### config.mk
export PLATFORM = sky130hd
export DESIGN_NAME = fetch_buffered
export DESIGN_NICKNAME = d
export VERILOG_FILES = /design/src/rtl/fetch_buffered.sv
export SDC_FILE = /design/constraint.sdc
export NUM_CORES = 1
export LEC_CHECK = 0
export BUFFER_PORTS_ARGS = -buffer_cell sky130_fd_sc_hd__buf_2
export CORE_MARGIN = 1
export CORE_UTILIZATION = 31
export DETAILED_ROUTE_END_ITERATION = 12
export RECOVER_POWER = 50
export SLEW_MARGIN = 30
export SYNTH_ARGS = -nofsm -noshare
export SYNTH_HDL_FRONTEND = slang
export SYNTH_SLANG_ARGS = --single-unit
### constraint.sdc
create_clock -name clk -period 5.7 [get_ports clk]
set_input_delay 0.57 -clock clk [delete_from_list [all_inputs] [get_ports clk]]
set_output_delay 0.57 -clock clk [all_outputs]
set_load 0.005 [all_outputs]
### src/rtl/fetch_buffered.sv
// fetch_buffered: instruction-fetch stage for the pipelined LEGv8 core.
// Owns the PC and keeps at most one request outstanding to a
// variable-latency instruction memory. Returned instructions are queued
// together with their PCs and handed to decode over valid/ready.
// A taken branch redirects the PC, flushes the queue and marks any
// in-flight response as stale.
module fetch_buffered #(
    parameter int            N        = 64,
    parameter int            ILEN     = 32,
    parameter int            DEPTH    = 4,
    parameter logic [N-1:0]  RESET_PC = '0
) (
    input  logic            clk,
    input  logic            reset,
    input  logic            PCSrc_F,
    input  logic [N-1:0]    PCBranch_F,
    output logic            imem_req_F,
    output logic [N-1:0]    imem_addr_F,
    input  logic            imem_ack_F,
    input  logic [ILEN-1:0] imem_rdata_F,
    output logic            instr_valid_D,
    output logic [ILEN-1:0] instr_D,
    output logic [N-1:0]    pc_D,
    input  logic            instr_ready_D
);

    localparam int PW = $clog2(DEPTH);
    localparam int CW = PW + 1;

    typedef enum logic [1:0] {
        IDLE    = 2'd0,
        BUSY    = 2'd1,
        DISCARD = 2'd2
    } state_t;

    state_t         state_q, state_d;
    logic [N-1:0]   pc_q, pc_d;
    logic [N-1:0]   pc_req_q, pc_req_d;
    logic [PW-1:0]  wr_ptr_q, wr_ptr_d;
    logic [PW-1:0]  rd_ptr_q, rd_ptr_d;
    logic [CW-1:0]  count_q, count_d;

    logic [N-1:0]    queue_pc_q    [DEPTH];
    logic [ILEN-1:0] queue_instr_q [DEPTH];

    logic push;
    logic pop;

    // A request is only issued when the queue has room for its response,
    // so a push can never overflow; a redirect cycle suppresses the
    // request because the PC is about to change.
    assign imem_req_F    = (state_q == IDLE) && (count_q < CW'(DEPTH)) && !PCSrc_F && reset;
    assign imem_addr_F   = pc_q;
    assign instr_valid_D = (count_q != '0);
    assign instr_D       = queue_instr_q[rd_ptr_q];
    assign pc_D          = queue_pc_q[rd_ptr_q];
    assign pop           = instr_valid_D && instr_ready_D;

    // Next-state: request FSM, PC update, queue pointers; a redirect overrides all queue activity.
    always_comb begin
        state_d  = state_q;
        pc_d     = pc_q;
        pc_req_d = pc_req_q;
        wr_ptr_d = wr_ptr_q;
        rd_ptr_d = rd_ptr_q;
        count_d  = count_q;
        push     = 1'b0;

        case (state_q)
            IDLE: begin
                if (imem_req_F) begin
                    pc_req_d = pc_q;
                    state_d  = BUSY;
                end
            end
            BUSY: begin
                if (imem_ack_F && !PCSrc_F) begin
                    push    = 1'b1;
                    pc_d    = pc_req_q + N'(4);
                    state_d = IDLE;
                end else if (PCSrc_F) begin
                    state_d = imem_ack_F ? IDLE : DISCARD;
                end
            end
            DISCARD: begin
                if (imem_ack_F) begin
                    state_d = IDLE;
                end
            end
            default: state_d = IDLE;
        endcase

        if (PCSrc_F) begin
            pc_d     = PCBranch_F;
            wr_ptr_d = '0;
            rd_ptr_d = '0;
            count_d  = '0;
        end else begin
            if (push) begin
                wr_ptr_d = wr_ptr_q + PW'(1);
            end
            if (pop) begin
                rd_ptr_d = rd_ptr_q + PW'(1);
            end
            if (push && !pop) begin
                count_d = count_q + CW'(1);
            end else if (!push && pop) begin
                count_d = count_q - CW'(1);
            end
        end
    end

    // Control state registers with asynchronous active-low clear.
    always_ff @(posedge clk or negedge reset) begin
        if (!reset) begin
            state_q  <= IDLE;
            pc_q     <= RESET_PC;
            pc_req_q <= RESET_PC;
            wr_ptr_q <= '0;
            rd_ptr_q <= '0;
            count_q  <= '0;
        end else begin
            state_q  <= state_d;
            pc_q     <= pc_d;
            pc_req_q <= pc_req_d;
            wr_ptr_q <= wr_ptr_d;
            rd_ptr_q <= rd_ptr_d;
            count_q  <= count_d;
        end
    end

    // Queue storage; contents are qualified by count, so no reset is needed.
    always_ff @(posedge clk) begin
        if (push) begin
            queue_pc_q[wr_ptr_q]    <= pc_req_q;
            queue_instr_q[wr_ptr_q] <= imem_rdata_F;
        end
    end

endmodule

* Yosys cells after proc, flatten, opt, wreduce, memory -nomap -nowiden
Memories as Yosys holds them, arrays and structs flattened.
Index checks and enable logic that the tools add are counted.
** Operators by class
- Add/sub/neg operators :: 5
- Magnitude comparators :: 1
- Eq/ne operators :: 5
- Mux-type cells :: 20
- Reduce and logical (&&, ||, !) cells :: 20
** Operators with widths (number)
- 2-to-1 mux 64 bit :: 3
- adder 64 x 3 -> 64 bit (second input constant) :: 1
- 2-to-1 mux 2 bit :: 9
- 2-to-1 mux 3 bit :: 3
- nonzero test 2 bit :: 4
- logical AND 1 bit :: 7
- one-hot mux 2 bit (3 select lines) :: 1
- nonzero test 3 bit :: 2
- adder 2 x 1 -> 2 bit (second input constant) :: 2
- 2-to-1 mux 1 bit :: 4
- inequality test 2 bit (second input constant) :: 2
- AND reduction 2 bit :: 2
- adder 3 x 1 -> 3 bit (second input constant) :: 1
- zero test 1 bit :: 3
- less-than comparator 3 bit (second input constant) :: 1
- inequality test 3 bit (second input constant) :: 1
- AND reduction 3 bit :: 1
- subtractor 3 x 1 -> 3 bit (second input constant) :: 1
- equality test 2 x 1 -> 1 bit (second input constant) :: 1
- equality test 2 bit (second input constant) :: 1
- zero test 2 bit :: 1
** Storage, ports and cells
- Flip-flop bits (word level) :: 137
- Bits in writable memories :: 384
- Bits of input ports :: 101
- Output and inout port bits :: 162
- Logic and storage cells :: 59
- Memories kept :: 2
** Memories
- queue_pc_q :: depth 4, width 64, rd ports 1, clocked after memory_dff 0, write ports 1, RTL line 43 : logic [N-1:0] queue_pc_q [DEPTH];
- queue_instr_q :: depth 4, width 32, rd ports 1, clocked after memory_dff 0, write ports 1, RTL line 44 : logic [ILEN-1:0] queue_instr_q [DEPTH];

* Logic depth before layout (Yosys ltp)
- Depth after elaboration :: 9
- Gate-level depth with buffers :: 10
- Mapped depth without buffers :: 7

* Worst setup path after synthesis
Ideal clock, no wire load.
- Path kind :: input -> register
- Start :: input PCSrc_F
- End :: memory queue_instr_q[0][0] (enable)
- Library setup time :: 0.466 ns
- Arrival time :: 3.775 ns
- Data required time :: 5.234 ns
- Setup slack :: 1.459 ns
- Stages :: 4
- Path buffers :: 2
- Cell sequence :: clkbuf_1 > nor4bb_1 > clkbuf_1 > and2_1
** On the way
- Longest elaborated chain between the ends :: 6
** Ends and longest elaborated chain
- from (decl) :: RTL line 15 : input logic PCSrc_F,
- zero test 1 bit :: RTL line 77 : if (imem_ack_F && !PCSrc_F) begin
- logical AND 1 bit :: RTL line 77
- 2-to-1 mux 1 bit :: RTL line 77
- 2-to-1 mux 1 bit :: RTL line 69 : case (state_q)
- 2-to-1 mux 1 bit :: RTL line 134 : if (push) begin
- 2-to-1 mux 1 bit (implied by the code) :: RTL line 136 : queue_instr_q[wr_ptr_q] <= imem_rdata_F;
- to (decl) :: RTL line 44
No other way between the ends.

* Worst setup path after layout
- Start :: register rd_ptr_q[0]
- End :: output pc_D[3]
** On the way
- Longest elaborated chain between the ends :: 1
** Ends and longest elaborated chain
- from (decl) :: RTL line 40 : logic [PW-1:0] rd_ptr_q, rd_ptr_d;
- from (signal assigned) :: RTL line 127 : rd_ptr_q <= rd_ptr_d;
- memory (4 x 64 bit)
- to (decl) :: RTL line 23 : output logic [N-1:0] pc_D,
No other way between the ends.

==> results by group <==
Status
  • Status: finished with violations
  • Failing checks: max-capacitance violations, max-slew violations

Final layout
  • Final nets: 1671
  • Register Area: 14960 um2
  • Layout cell share with drive strength beyond 1: 30.50%
  • Number of fill cells in the layout: 6318
  • Final Util: 37.68%
  • Finished Layout Cells: 2484
  • Layout area overhead: 19.40%
  • Multi-input gate area: 6072 um2

Placement
  • Detailed placer's ending HPWL: 37320 um
  • Routability cong.: 0.7662
  • IO buf count: 262
  • Placed Instances: 2378

Clock network
  • CTS H-tree depth: 2
  • Sink Count: 521
  • CTS tree: built
  • # Post-CTS Setup Buffers: 0
  • Cts repair resizes: 0
  • Clock Latency Late Sink: 600 ps
  • CTS Buffer Depth: 3
  • Num CTS Buffers: 55
  • CTS clock-pin slew for the worst setup and hold paths: 60 ps
  • CTS Root Cell: clkbuf_16

Yosys
  • Unique masters post-synth: 64
  • Mapped Avg Cell Area: 16.56 um2
  • Syn. warnings: 0
  • Largest area contributor in the netlist: edfxtp_1
  • Syn_nets: 1396
  • Synth top area share: 54.03%
  • Sequential fraction of the synthesis area: 70.09%
  • Ys flop type: edfxtp_1
  • Commonest cells post-synth: 384 x edfxtp_1, 137 x dfrtp_1, 117 x nand2_1
  • Number of flops mapped to enable cells by yosys: 384
  • Synth top area cells: edfxtp_1 54%, dfrtp_1 16%, mux4_2 10%
  • Synth Register Bits: 521
  • Async set or reset register ratio after synthesis: 26.30%
  • Post-synthesis cell count: 1289
  • Area of the mapped netlist: 21340 um2
  • Top-count cell post-synth: edfxtp_1

Pwr
  • Worst IR Drop VDD: 0.0002352 V
  • Pwr/cell area: 442.1 nW/um2
  • Leakage: 8.949 nW
  • Total power: 11.27 mW

STA
  • Unrepaired setup endpoints after global routing: no
  • Final Skew: 21.88 ps
  • Setup violators final: 0
  • Fin crit share: 69.46%
  • Max-slew headroom: -21.42%
  • Post-layout min period: 3959 ps
  • Fin Setup TNS: 0 ps
  • Worst slew pin tran: 1821 ps
  • Slew Limit Fails: 66
  • Fin. Hold Viols: 0
  • F_max: 252.6 MHz

Worst setup path
  • Slowest cell on crit path: dfrtp_1
  • CP cell instances: buf_12 > buf_4 > mux4_2 > buf_2
  • CP required: 5130 ps
  • Critical path origin: rd_ptr_q[0]
  • Slowest stage delay, CP: 1100 ps
  • CP max FO: 30
  • WP data arrival: 3390 ps
  • CP endpoint kind: output pin
  • Reg2Reg Setup Slack: 2410 ps
  • Kind of start point of the critical path: register
  • Worst R2R Start: state_q[0]
  • Setup CP Type: reg2out

Floorplanning
  • Initial core utilization: 31.56%
  • Die Span Y: 264.4 um
  • Die ar.: 69900 um2
  • Core area: 67630 um2
  • FP Rows: 95
  • Die width: 264.4 um
  • # IOs: 263

Detailed routing
  • Number of iterations in the first detailed-routing pass: 5
  • Via count: 12540
  • Routed wire length per instance: 22.47 um
  • 1st-iter DRT viols: 999
  • DRC viols: 0
  • Detail Route Antenna Nets: 0
  • Vias per inst: 5.048
  • Routed WL: 55820 um

Global routing
  • GRT busiest layer: met2
  • Initial antenna violation count: 8
  • Largest net degree at the start of global routing: 92
  • Total grt overflow: 0
  • GR Layer Usage met3: 2.796%
  • GRT Util Overall: 15.79%
  • First-pass GRT wire length: 82660 um
  • Met1 usage: 21.08%
  • Grt met2 use: 25.94%
  • Vias in the first global route: 12760

Worst hold path
  • Hold WC Path Type: in2reg
  • Hold path start: PCBranch_F[35]

Run
  • Max Cap Viol: 3
-- worst max-delay path: cells and delay by family, from the launching register on --
kind	cells	cell delay (ps)
buffers and inverters	3	1040
DFF	1	1100
muxes	1	620
-- per-stage QoR --
step	worst slack, ps	hold WS, ps	instance area [um2]
after floorplan	1459	274.4	21340
after global placement	2261	510.2	23690
after detailed placement	2197	511.9	23740
after CTS	1900	140.9	25590
after global routing	1387	158.5	25480
final	1741	187.3	25480
-- flip-flops by register name (all words and copies together) (netlist names) --
name / cells
queue_pc_q: 256
queue_instr_q: 128
count_q: 3
rd_ptr_q: 2
state_q: 2
wr_ptr_q: 2
pc_req_q: 64
imem_addr_F: 64
-- power breakdown --
| group | internal, mW | total (mW) | switching [mW] | leakage (nW) |
|---|---|---|---|---|
| clock | 2.14 | 3.61 | 1.47 | 0.888 |
| combinational | 1.11 | 2.13 | 1.02 | 2.91 |
| sequential | 4.71 | 5.53 | 0.821 | 5.15 |
| total | 7.95 | 11.3 | 3.32 | 8.95 |
-- logic make-up after synthesis --
| family | after synthesis | synth area share [%] |
|---|---|---|
| multiplexers | 187 | 14.82 |
| XOR/XNOR | 33 | 1.354 |
| flip-flops | 521 | 70.09 |
| AND/OR/NAND/NOR | 357 | 8.764 |
| AO/OA/AOI/OAI | 99 | 2.961 |
| adder cells (fa/ha/maj) | 6 | 0.3869 |
| buffers and inverters | 86 | 1.624 |
-- path summary, 6_finish.rpt --
| path | endpoint | depth (start not counted) |
|---|---|---|
| max | pc_D[3] | 4 |
| min | imem_addr_F[35] | 3 |
| max reg2reg | imem_addr_F[30] | 6 |
| min reg2reg | pc_req_q[24] | 1 |
| max in group asynchronous | rd_ptr_q[1] | 4 |
| min in group asynchronous | imem_addr_F[32] | 2 |
-- layout by cell type, fill, tap and decap left out, drive strengths merged, types with 8 or more instances in the layout --
cell type and count:
nor3b 19, buf 218, nand2 119, mux2 66
nand4 27, or3 11, nand3 28, xor2 21
a21oi 26, dfrtp 137, inv 18, nor4 23
and4 8, nor3 22, clkinv 17, clkbuf 142
o211ai 13, xnor2 12, nor2 57, edfxtp 384
mux4 96, mux2i 25, o21ai 27, and2 20
-- per-layer routing --
layer / share of wire [%] / wire (um)
met1: 42 / 23430
met2: 49 / 27410
met3: 6.3 / 3515
met4: 2.6 / 1458
met5: 0.021 / 12
-- area by class of cell --
type / count / share of cell area [%]
Multi-Input combinational cell: 682 / 23.83
Tap cell: 873 / 4.286
Clock inverter: 31 / 1.345
Antenna cell: 1 / 0.009819
Timing Repair Buffer: 289 / 5.705
Sequential cell: 521 / 58.71
Clock buffer: 72 / 5.892
Inverter: 15 / 0.2209
-- repair_timing --
item	4_1_cts	5_1_grt
hold endpoints to repair	46	0
endpoints found under the setup margin	0	0
hold buffers	1	0
(Power assumes the default switching activity.)
